==> config.mk <==
export PLATFORM = sky130hd
export DESIGN_NAME = control_sequencer
export DESIGN_NICKNAME = d
export VERILOG_FILES = /design/src/rtl/control_sequencer.sv
export SDC_FILE = /design/constraint.sdc
export NUM_CORES = 1
export LEC_CHECK = 0
export CAP_MARGIN = 10
export CORE_MARGIN = 2
export CORE_UTILIZATION = 56
export DETAILED_ROUTE_END_ITERATION = 12
export DONT_BUFFER_PORTS = 1
export PLACE_DENSITY = 0.86
export SKIP_CTS_REPAIR_TIMING = 1
export SLEW_MARGIN = 30
export SYNTH_ARGS = -nofsm -noshare
export SYNTH_HDL_FRONTEND = slang
export SYNTH_SLANG_ARGS = --single-unit
==> constraint.sdc <==
create_clock -name clock -period 1.58 [get_ports clock]
set_input_delay 0.316 -clock clock [delete_from_list [all_inputs] [get_ports clock]]
set_output_delay 0.316 -clock clock [all_outputs]
set_load 0.02 [all_outputs]
==> src/rtl/control_sequencer.sv <==
// control_sequencer
//   Hardwired Moore control unit for the RISC CPU datapath. Steps through
//   fetch (T0-T2), decode (T3) and execute (T4-T7), driving the datapath
//   control strobes. Memory accesses are stretched to MEM_LAT cycles by a
//   small latency counter. Supports stop/restart through a HALT state and
//   flags undefined opcodes.
//
// Ports
//   clock       in   1        sole clock, rising edge
//   clear       in   1        asynchronous active-low reset
//   ir_opcode   in   OPW      IR opcode field, sampled in T3 only
//   stop        in   1        request HALT at the next instruction boundary
//   restart     in   1        leave HALT, next cycle is T0
//   PCout..Zlowout  out 1     datapath strobes
//   ramEnable   out  1        memory write strobe
//   alu_op      out  ALU_OPW  ALU function (ADD=0, SUB=1, AND=2, OR=3), 0 unless Zin
//   run         out  1        high in every state except IDLE and HALT
//   illegal_op  out  1        one-cycle pulse in T3 on an undefined opcode
//   state_code  out  4        current state encoding for debug

module control_sequencer #(
    parameter int OPW     = 5,
    parameter int MEM_LAT = 1,
    parameter int ALU_OPW = 4
) (
    input  logic               clock,
    input  logic               clear,
    input  logic [OPW-1:0]     ir_opcode,
    input  logic               stop,
    input  logic               restart,
    output logic               PCout,
    output logic               IncPC,
    output logic               MARin,
    output logic               memRead,
    output logic               MDRin,
    output logic               MDRout,
    output logic               IRin,
    output logic               Gra,
    output logic               Grb,
    output logic               Grc,
    output logic               Rin,
    output logic               Rout,
    output logic               BAout,
    output logic               Yin,
    output logic               Cout,
    output logic               Zin,
    output logic               Zlowout,
    output logic               ramEnable,
    output logic [ALU_OPW-1:0] alu_op,
    output logic               run,
    output logic               illegal_op,
    output logic [3:0]         state_code
);

    localparam int CW = (MEM_LAT > 1) ? $clog2(MEM_LAT) : 1;
    localparam logic [CW-1:0] LAT_LAST = CW'(MEM_LAT - 1);

    localparam logic [ALU_OPW-1:0] ALU_ADD = ALU_OPW'(0);
    localparam logic [ALU_OPW-1:0] ALU_SUB = ALU_OPW'(1);
    localparam logic [ALU_OPW-1:0] ALU_AND = ALU_OPW'(2);
    localparam logic [ALU_OPW-1:0] ALU_OR  = ALU_OPW'(3);

    typedef enum logic [3:0] {
        S_IDLE = 4'd0,
        S_T0   = 4'd1,
        S_T1   = 4'd2,
        S_T2   = 4'd3,
        S_T3   = 4'd4,
        S_T4   = 4'd5,
        S_T5   = 4'd6,
        S_T6   = 4'd7,
        S_T7   = 4'd8,
        S_HALT = 4'd9
    } state_t;

    typedef enum logic [3:0] {
        K_NONE, K_REG, K_IMM, K_LDI, K_LD, K_ST, K_NOP, K_HALT, K_ILL
    } kind_t;

    state_t                state;
    state_t                state_next;
    logic [CW-1:0]         lat_cnt;
    logic                  lat_done;
    logic                  lat_state;
    kind_t                 dec_kind;
    kind_t                 kind_q;
    logic [ALU_OPW-1:0]    dec_alu;
    logic [ALU_OPW-1:0]    alu_q;
    logic [31:0]           op_val;
    state_t                fin_state;

    assign op_val    = 32'(ir_opcode);
    assign lat_done  = (lat_cnt == LAT_LAST);
    assign lat_state = (state == S_T1) || (state == S_T6) || (state == S_T7);
    // Where an instruction goes after its last cycle.
    assign fin_state = stop ? S_HALT : S_T0;

    // Opcode decode; only meaningful in T3, latched into kind_q/alu_q there
    // so the execute steps no longer depend on ir_opcode.
    always_comb begin
        dec_kind = K_ILL;
        dec_alu  = ALU_ADD;
        case (op_val)
            32'd0:  dec_kind = K_LD;
            32'd1:  dec_kind = K_LDI;
            32'd2:  dec_kind = K_ST;
            32'd3:  dec_kind = K_REG;
            32'd4:  begin dec_kind = K_REG; dec_alu = ALU_SUB; end
            32'd5:  begin dec_kind = K_REG; dec_alu = ALU_AND; end
            32'd6:  begin dec_kind = K_REG; dec_alu = ALU_OR;  end
            32'd12: dec_kind = K_IMM;
            32'd13: begin dec_kind = K_IMM; dec_alu = ALU_AND; end
            32'd14: begin dec_kind = K_IMM; dec_alu = ALU_OR;  end
            32'd26: dec_kind = K_NOP;
            32'd27: dec_kind = K_HALT;
            default: dec_kind = K_ILL;
        endcase
    end

    // State, latency counter and latched instruction class.
    always_ff @(posedge clock or negedge clear) begin
        if (!clear) begin
            state   <= S_IDLE;
            lat_cnt <= '0;
            kind_q  <= K_NONE;
            alu_q   <= '0;
        end else begin
            state <= state_next;
            if (state_next != state) begin
                lat_cnt <= '0;
            end else if (lat_state) begin
                lat_cnt <= lat_cnt + CW'(1);
            end
            if (state == S_T3) begin
                kind_q <= dec_kind;
                alu_q  <= dec_alu;
            end
        end
    end

    // Next-state logic.
    always_comb begin
        state_next = state;
        case (state)
            S_IDLE: state_next = S_T0;
            S_T0:   state_next = S_T1;
            S_T1:   state_next = lat_done ? S_T2 : S_T1;
            S_T2:   state_next = S_T3;
            S_T3: begin
                case (dec_kind)
                    K_NOP, K_ILL: state_next = fin_state;
                    K_HALT:       state_next = S_HALT;
                    default:      state_next = S_T4;
                endcase
            end
            S_T4:   state_next = S_T5;
            S_T5:   state_next = (kind_q == K_LD || kind_q == K_ST) ? S_T6 : fin_state;
            S_T6: begin
                if (kind_q == K_LD) begin
                    state_next = lat_done ? S_T7 : S_T6;
                end else begin
                    state_next = S_T7;
                end
            end
            S_T7: begin
                if (kind_q == K_ST) begin
                    state_next = lat_done ? fin_state : S_T7;
                end else begin
                    state_next = fin_state;
                end
            end
            S_HALT: state_next = restart ? S_T0 : S_HALT;
            default: state_next = S_IDLE;
        endcase
    end

    // Moore output decode. T3 additionally looks at the live opcode because
    // the instruction class is only known during that cycle.
    always_comb begin
        PCout = 1'b0; IncPC = 1'b0; MARin = 1'b0; memRead = 1'b0;
        MDRin = 1'b0; MDRout = 1'b0; IRin = 1'b0; Gra = 1'b0;
        Grb = 1'b0; Grc = 1'b0; Rin = 1'b0; Rout = 1'b0;
        BAout = 1'b0; Yin = 1'b0; Cout = 1'b0; Zin = 1'b0;
        Zlowout = 1'b0; ramEnable = 1'b0; alu_op = '0; illegal_op = 1'b0;
        case (state)
            S_T0: begin PCout = 1'b1; MARin = 1'b1; IncPC = 1'b1; end
            S_T1: begin memRead = 1'b1; MDRin = lat_done; end
            S_T2: begin MDRout = 1'b1; IRin = 1'b1; end
            S_T3: begin
                case (dec_kind)
                    K_REG, K_IMM:       begin Grb = 1'b1; Rout = 1'b1;  Yin = 1'b1; end
                    K_LDI, K_LD, K_ST:  begin Grb = 1'b1; BAout = 1'b1; Yin = 1'b1; end
                    K_ILL:              illegal_op = 1'b1;
                    default: ;
                endcase
            end
            S_T4: begin
                case (kind_q)
                    K_REG: begin Grc = 1'b1; Rout = 1'b1; Zin = 1'b1; alu_op = alu_q; end
                    K_IMM: begin Cout = 1'b1; Zin = 1'b1; alu_op = alu_q; end
                    K_LDI, K_LD, K_ST: begin Cout = 1'b1; Zin = 1'b1; alu_op = ALU_ADD; end
                    default: ;
                endcase
            end
            S_T5: begin
                Zlowout = 1'b1;
                if (kind_q == K_LD || kind_q == K_ST) begin
                    MARin = 1'b1;
                end else begin
                    Gra = 1'b1; Rin = 1'b1;
                end
            end
            S_T6: begin
                if (kind_q == K_LD) begin
                    memRead = 1'b1; MDRin = lat_done;
                end else begin
                    Gra = 1'b1; Rout = 1'b1; MDRin = 1'b1;
                end
            end
            S_T7: begin
                if (kind_q == K_ST) begin
                    ramEnable = 1'b1;
                end else begin
                    MDRout = 1'b1; Gra = 1'b1; Rin = 1'b1;
                end
            end
            default: ;
        endcase
    end

    assign run        = (state != S_IDLE) && (state != S_HALT);
    assign state_code = state;

endmodule
==> impl_results.md, run 1 <==
- #FFs+latches synth: 11
- Netlist cell types: 45
- Synth cell count leaders: 18 x nand2_1, 17 x nor2_1, 11 x dfrtp_1
- Detailed-placement wirelength estimate: 2726 um
- CTS sink cnt: 11
- Fail Step: 5_1_grt
- # port buffers: 0
- Syn_area_per_cell: roughly 7.3 um^2
- Post-synthesis sequential area ratio: 0.2426
- Cell with the most instances after synthesis: nand2_1
- CTS buffer count: 3
- Status: did not finish
- Dominant cell type by area after synthesis: dfrtp_1
- Yosys top cell area share: 0.2426
- Async S/R FF share, synth: 1.000
- YS warnings: 0
- Gpl congestion: 0.9927
- Rows: 16
- Most used DFF post-synth: dfrtp_1
- CTS root buf: clkbuf_4
- Syn Inst Count: 155
- Inst Count DP: just over 200
- Synth area leaders: dfrtp_1 24%, nand2_1 6.0%, nor2_1 5.6%, o21ai_0 3.5%, buf_4 3.3%
- Initial Util: 0.5844
- Chip width: 49.02 um
- Die H: approximately 49 um
- Clk buf depth: 2
- Syn Std Cell Area: around 0.0011 mm^2
- Worst ep type: output port
- Largest net degree at the start of global routing: 23
- Worst setup endpoint GRT: Rout
- I/O pin total: 37
- H-tree Lvls: 1
- Run Error: [ERROR DPL-0038] Utilization greater than 100%, impossible to legalize
- Post-synth EDFFs: 0
[stage by stage]
step | setup TNS (ns) | area (um^2) | worst slack, ns | util
after floorplan | -4.191 | 1280 | -0.6087 | -
after global placement | -4.245 | 1528 | -0.3840 | 0.7867
after detailed placement | -5.150 | 1528 | -0.4339 | 0.7867
after CTS | -11.32 | 1554 | -0.7315 | 0.8003
[cells by family after synthesis]
kind of cell | synth area share
AOI/OAI and AO/OA | 0.2503
xor gates and xnor gates | 0.03088
buffers and inverters | 0.09371
DFF | 0.2426
muxes | 0.01764
other | 0.003304
and+or+nand+nor | 0.3616
==> run 2: changes to the inputs <==
CORE_AREA = 2 2 63 65   (was not set)
CORE_MARGIN = not set   (was 2)
CORE_UTILIZATION = not set   (was 56)
DIE_AREA = 0 0 65 67   (was not set)
PLACE_DENSITY = not set   (was 0.86)
PLACE_DENSITY_LB_ADDON = 0.15   (was not set)
clock period = 2.05 ns   (was 1.58 ns; I/O delays follow)
==> run 2 against run 1 <==
The flow now finishes, with violations (setup timing). Area after synthesis unchanged. Synthesized cell count unchanged.
==> impl_results.md, run 2 <==
- Crit-path cells: buf_4, or4_4, o32ai_4, buf_6
- Most common cell after layout, fill and taps aside: buf_4
- P_sw: 1.199 mW
- CTS buffer count: 3 (unchanged)
- Syn Inst Count: 155 (unchanged)
- Netlist cell types: 45 (unchanged)
- Total wire length: 3606 um
- Async S/R FF share, synth: 1.000 (unchanged)
- Max transition margin: 0.6592
- Final nets: roughly 200
- Largest net degree at the start of global routing: 23
- Most used DFF post-synth: dfrtp_1 (unchanged)
- CTS root buf: clkbuf_8 (was clkbuf_4)
- Routed wire per std cell: roughly 15 um
- Max_cap viols: 0
- Vias per inst: around 5.4
- # port buffers: 0 (unchanged)
- Gpl congestion: 0.8314 (was 0.9927)
- Rows: 22 (was 16)
- CP Capture Type: primary output
- Initial antenna violation count: 0
- P&R area growth vs syn: 52.70%
- DRC viols: 0
- Post-synthesis sequential area ratio: 0.2426 (unchanged)
- Max-slew violations: 0
- Crit path largest cell delay: 0.62 ns
- Failing checks: setup timing
- Clk buf depth: 2 (unchanged)
- Peak VDD IR: between 600 and 700 uV
- Chip width: 65 um (was 49.02 um)
- Sum Neg Setup Slack: -1.594 ns
- Final period utilization: 1.114
- Fmax: roughly 440 MHz
- Initial Util: 0.3147 (was 0.5844)
- # fillers: 357
- HP Class: in -> reg
- Syn_area_per_cell: 7.322 um^2 (unchanged)
- Yosys top cell area share: 0.2426 (unchanged)
- Worst Setup Slack, final: -0.2331 ns
- CTS sink cnt: 11 (unchanged)
- Post-synth EDFFs: 0 (unchanged)
- Required @ worst endpoint: roughly 1.6 ns
- Synth area leaders: dfrtp_1 24%, nand2_1 6.0%, nor2_1 5.6%, o21ai_0 3.5%, buf_4 3.3% (unchanged)
- Antenna cell count: 0
- Sequential share of power: 0.172
- Dominant cell type by area after synthesis: dfrtp_1 (unchanged)
- PwrDens: between 1000 and 1500 mW/mm^2
- Clock group share of total power: 0.085
- Pleak: slightly above 0.7 nW
- Fin crit period: between 2 and 2.5 ns
- #FFs+latches synth: 11 (unchanged)
- Share of layout cells above drive strength 1: 0.4409
- First-pass GRT wire length: approximately 5100 um
- Comb pwr share: 0.742
- H-tree Lvls: 1 (unchanged)
- Highest-count cells in the layout ignoring fill and taps: 32 x buf_4, 16 x nand2_1, 14 x nor2_1
- Worst hold stages: 1
- Drt first pass iters: 4
- Total grt overflow: 0
- Via count: 1273
- Detailed-placement wirelength estimate: 2490 um (was 2726 um)
- Cell with the most instances after synthesis: nand2_1 (unchanged)
- Clock Skew: approximately 0.0028 ns
- TritonCTS clock tree: yes
- Worst path slowest cell: or4_4
- RSZ-0062 raised after global routing: true
- Final ANT Viol Nets: 0
- Least-Margin Pin Slew: 0.5095 ns
- All-layer global routing usage: 0.1494
- Final hold vios: 0
- CP startpoint kind: register
- R2R depth: 6
- WP data arrival: around 1.9 ns
- Switching Share: 0.4732
- I/O pin total: 37 (unchanged)
- Initial DRC count: 64
- Vias in the first global route: between 1000 and 1500
- CP Class: reg -> out
- Die H: 67 um (was 49.02 um)
- Util after Layout: 0.4806
- Core footprint: 0.003606 mm^2
- Syn Std Cell Area: 0.001135 mm^2 (unchanged)
- Synth cell count leaders: 18 x nand2_1, 17 x nor2_1, 11 x dfrtp_1 (unchanged)
- YS warnings: 0 (unchanged)
- Setup-failing EPs final: 13
- Full die area: around 0.0044 mm^2
- Status: finished, violations left (was did not finish)
- Clk_lat worst skew: between 0.2 and 0.25 ns
- Worst-path clk slew: 0.05 ns
- Crit path max fanout: 7
- Internal power: about 1.3 mW
[run 2: power groups by stage]
| stage | Combinational [mW] | Clock [mW] | Sequential [mW] |
|---|---|---|---|
| after floorplan | 0.975 | 0 | 0.416 |
| after global placement | 1.38 | 0 | 0.421 |
| after detailed placement | 1.37 | 0 | 0.425 |
| after CTS | 1.38 | 0.222 | 0.422 |
| after global routing | 2.03 | 0.234 | 0.459 |
| final | 1.88 | 0.217 | 0.437 |
[run 2: kinds of logic after synthesis]
group	share of synthesized area
compound gates	0.2503
mux	0.01764
other cells	0.003304
xor+xnor	0.03088
flops	0.2426
simple gates	0.3616
buf+inv	0.09371
[run 2: cell type report]
type	instances	area [um^2]	share of cell area
multi-input combinational	123	917.1	0.5292
timing repair buffer	44	414.1	0.2390
sequential	11	279.0	0.1610
tap	48	60.06	0.03466
clock buffer	4	45.04	0.02599
inverter	4	17.52	0.01011
[run 2: per-stage QoR]
| step | cell area, um^2 | std cells | setup slack, ns | hold slack [ns] | power [mW] |
|---|---|---|---|---|---|
| after floorplan | 1169 | 156 | -0.2354 | 0.1144 | 1.391 |
| after global placement | 1381 | 219 | -0.1031 | 0.1148 | 1.802 |
| after detailed placement | 1381 | 219 | -0.1310 | 0.1148 | 1.799 |
| after CTS | 1426 | 223 | -0.3913 | -0.1381 | 2.023 |
| after global routing | 1733 | 234 | -0.2781 | 0.2666 | 2.719 |
| final | 1733 | 234 | -0.2331 | 0.2652 | 2.534 |
[run 2: path summary, 6_finish.rpt]
check	startpoint	end	slack, ns
min reg2reg	alu_q[1]	alu_q[1]	0.49
max	state_code[1]	Rout	-0.23
max in group asynchronous	clear	state_code[1]	1.09
min in group asynchronous	clear	kind_q[0]	0.58
min	ir_opcode[2]	kind_q[2]	0.27
max reg2reg	state_code[1]	lat_cnt	0.09
[run 2: critical path: cells and delay by family (launching register included)]
| kind | cells | cell delay (ns) |
|---|---|---|
| AOI/OAI and AO/OA | 1 | 0.30 |
| buffers and inverters | 2 | 0.32 |
| and+or+nand+nor | 1 | 0.62 |
| DFF | 1 | 0.39 |
[run 2: layer usage]
layer  part of all wire  wire length [um]  vias to the layer above  track usage
met5                  0                 0                        -            0
met4              0.012                44                        0      0.05585
li1                   -                 -                      620            -
met1               0.46              1662                      595       0.2111
met3              0.056               201                        6      0.01182
met2               0.47              1697                       52       0.2358
No activity file was read; power rests on OpenSTA's default activity.
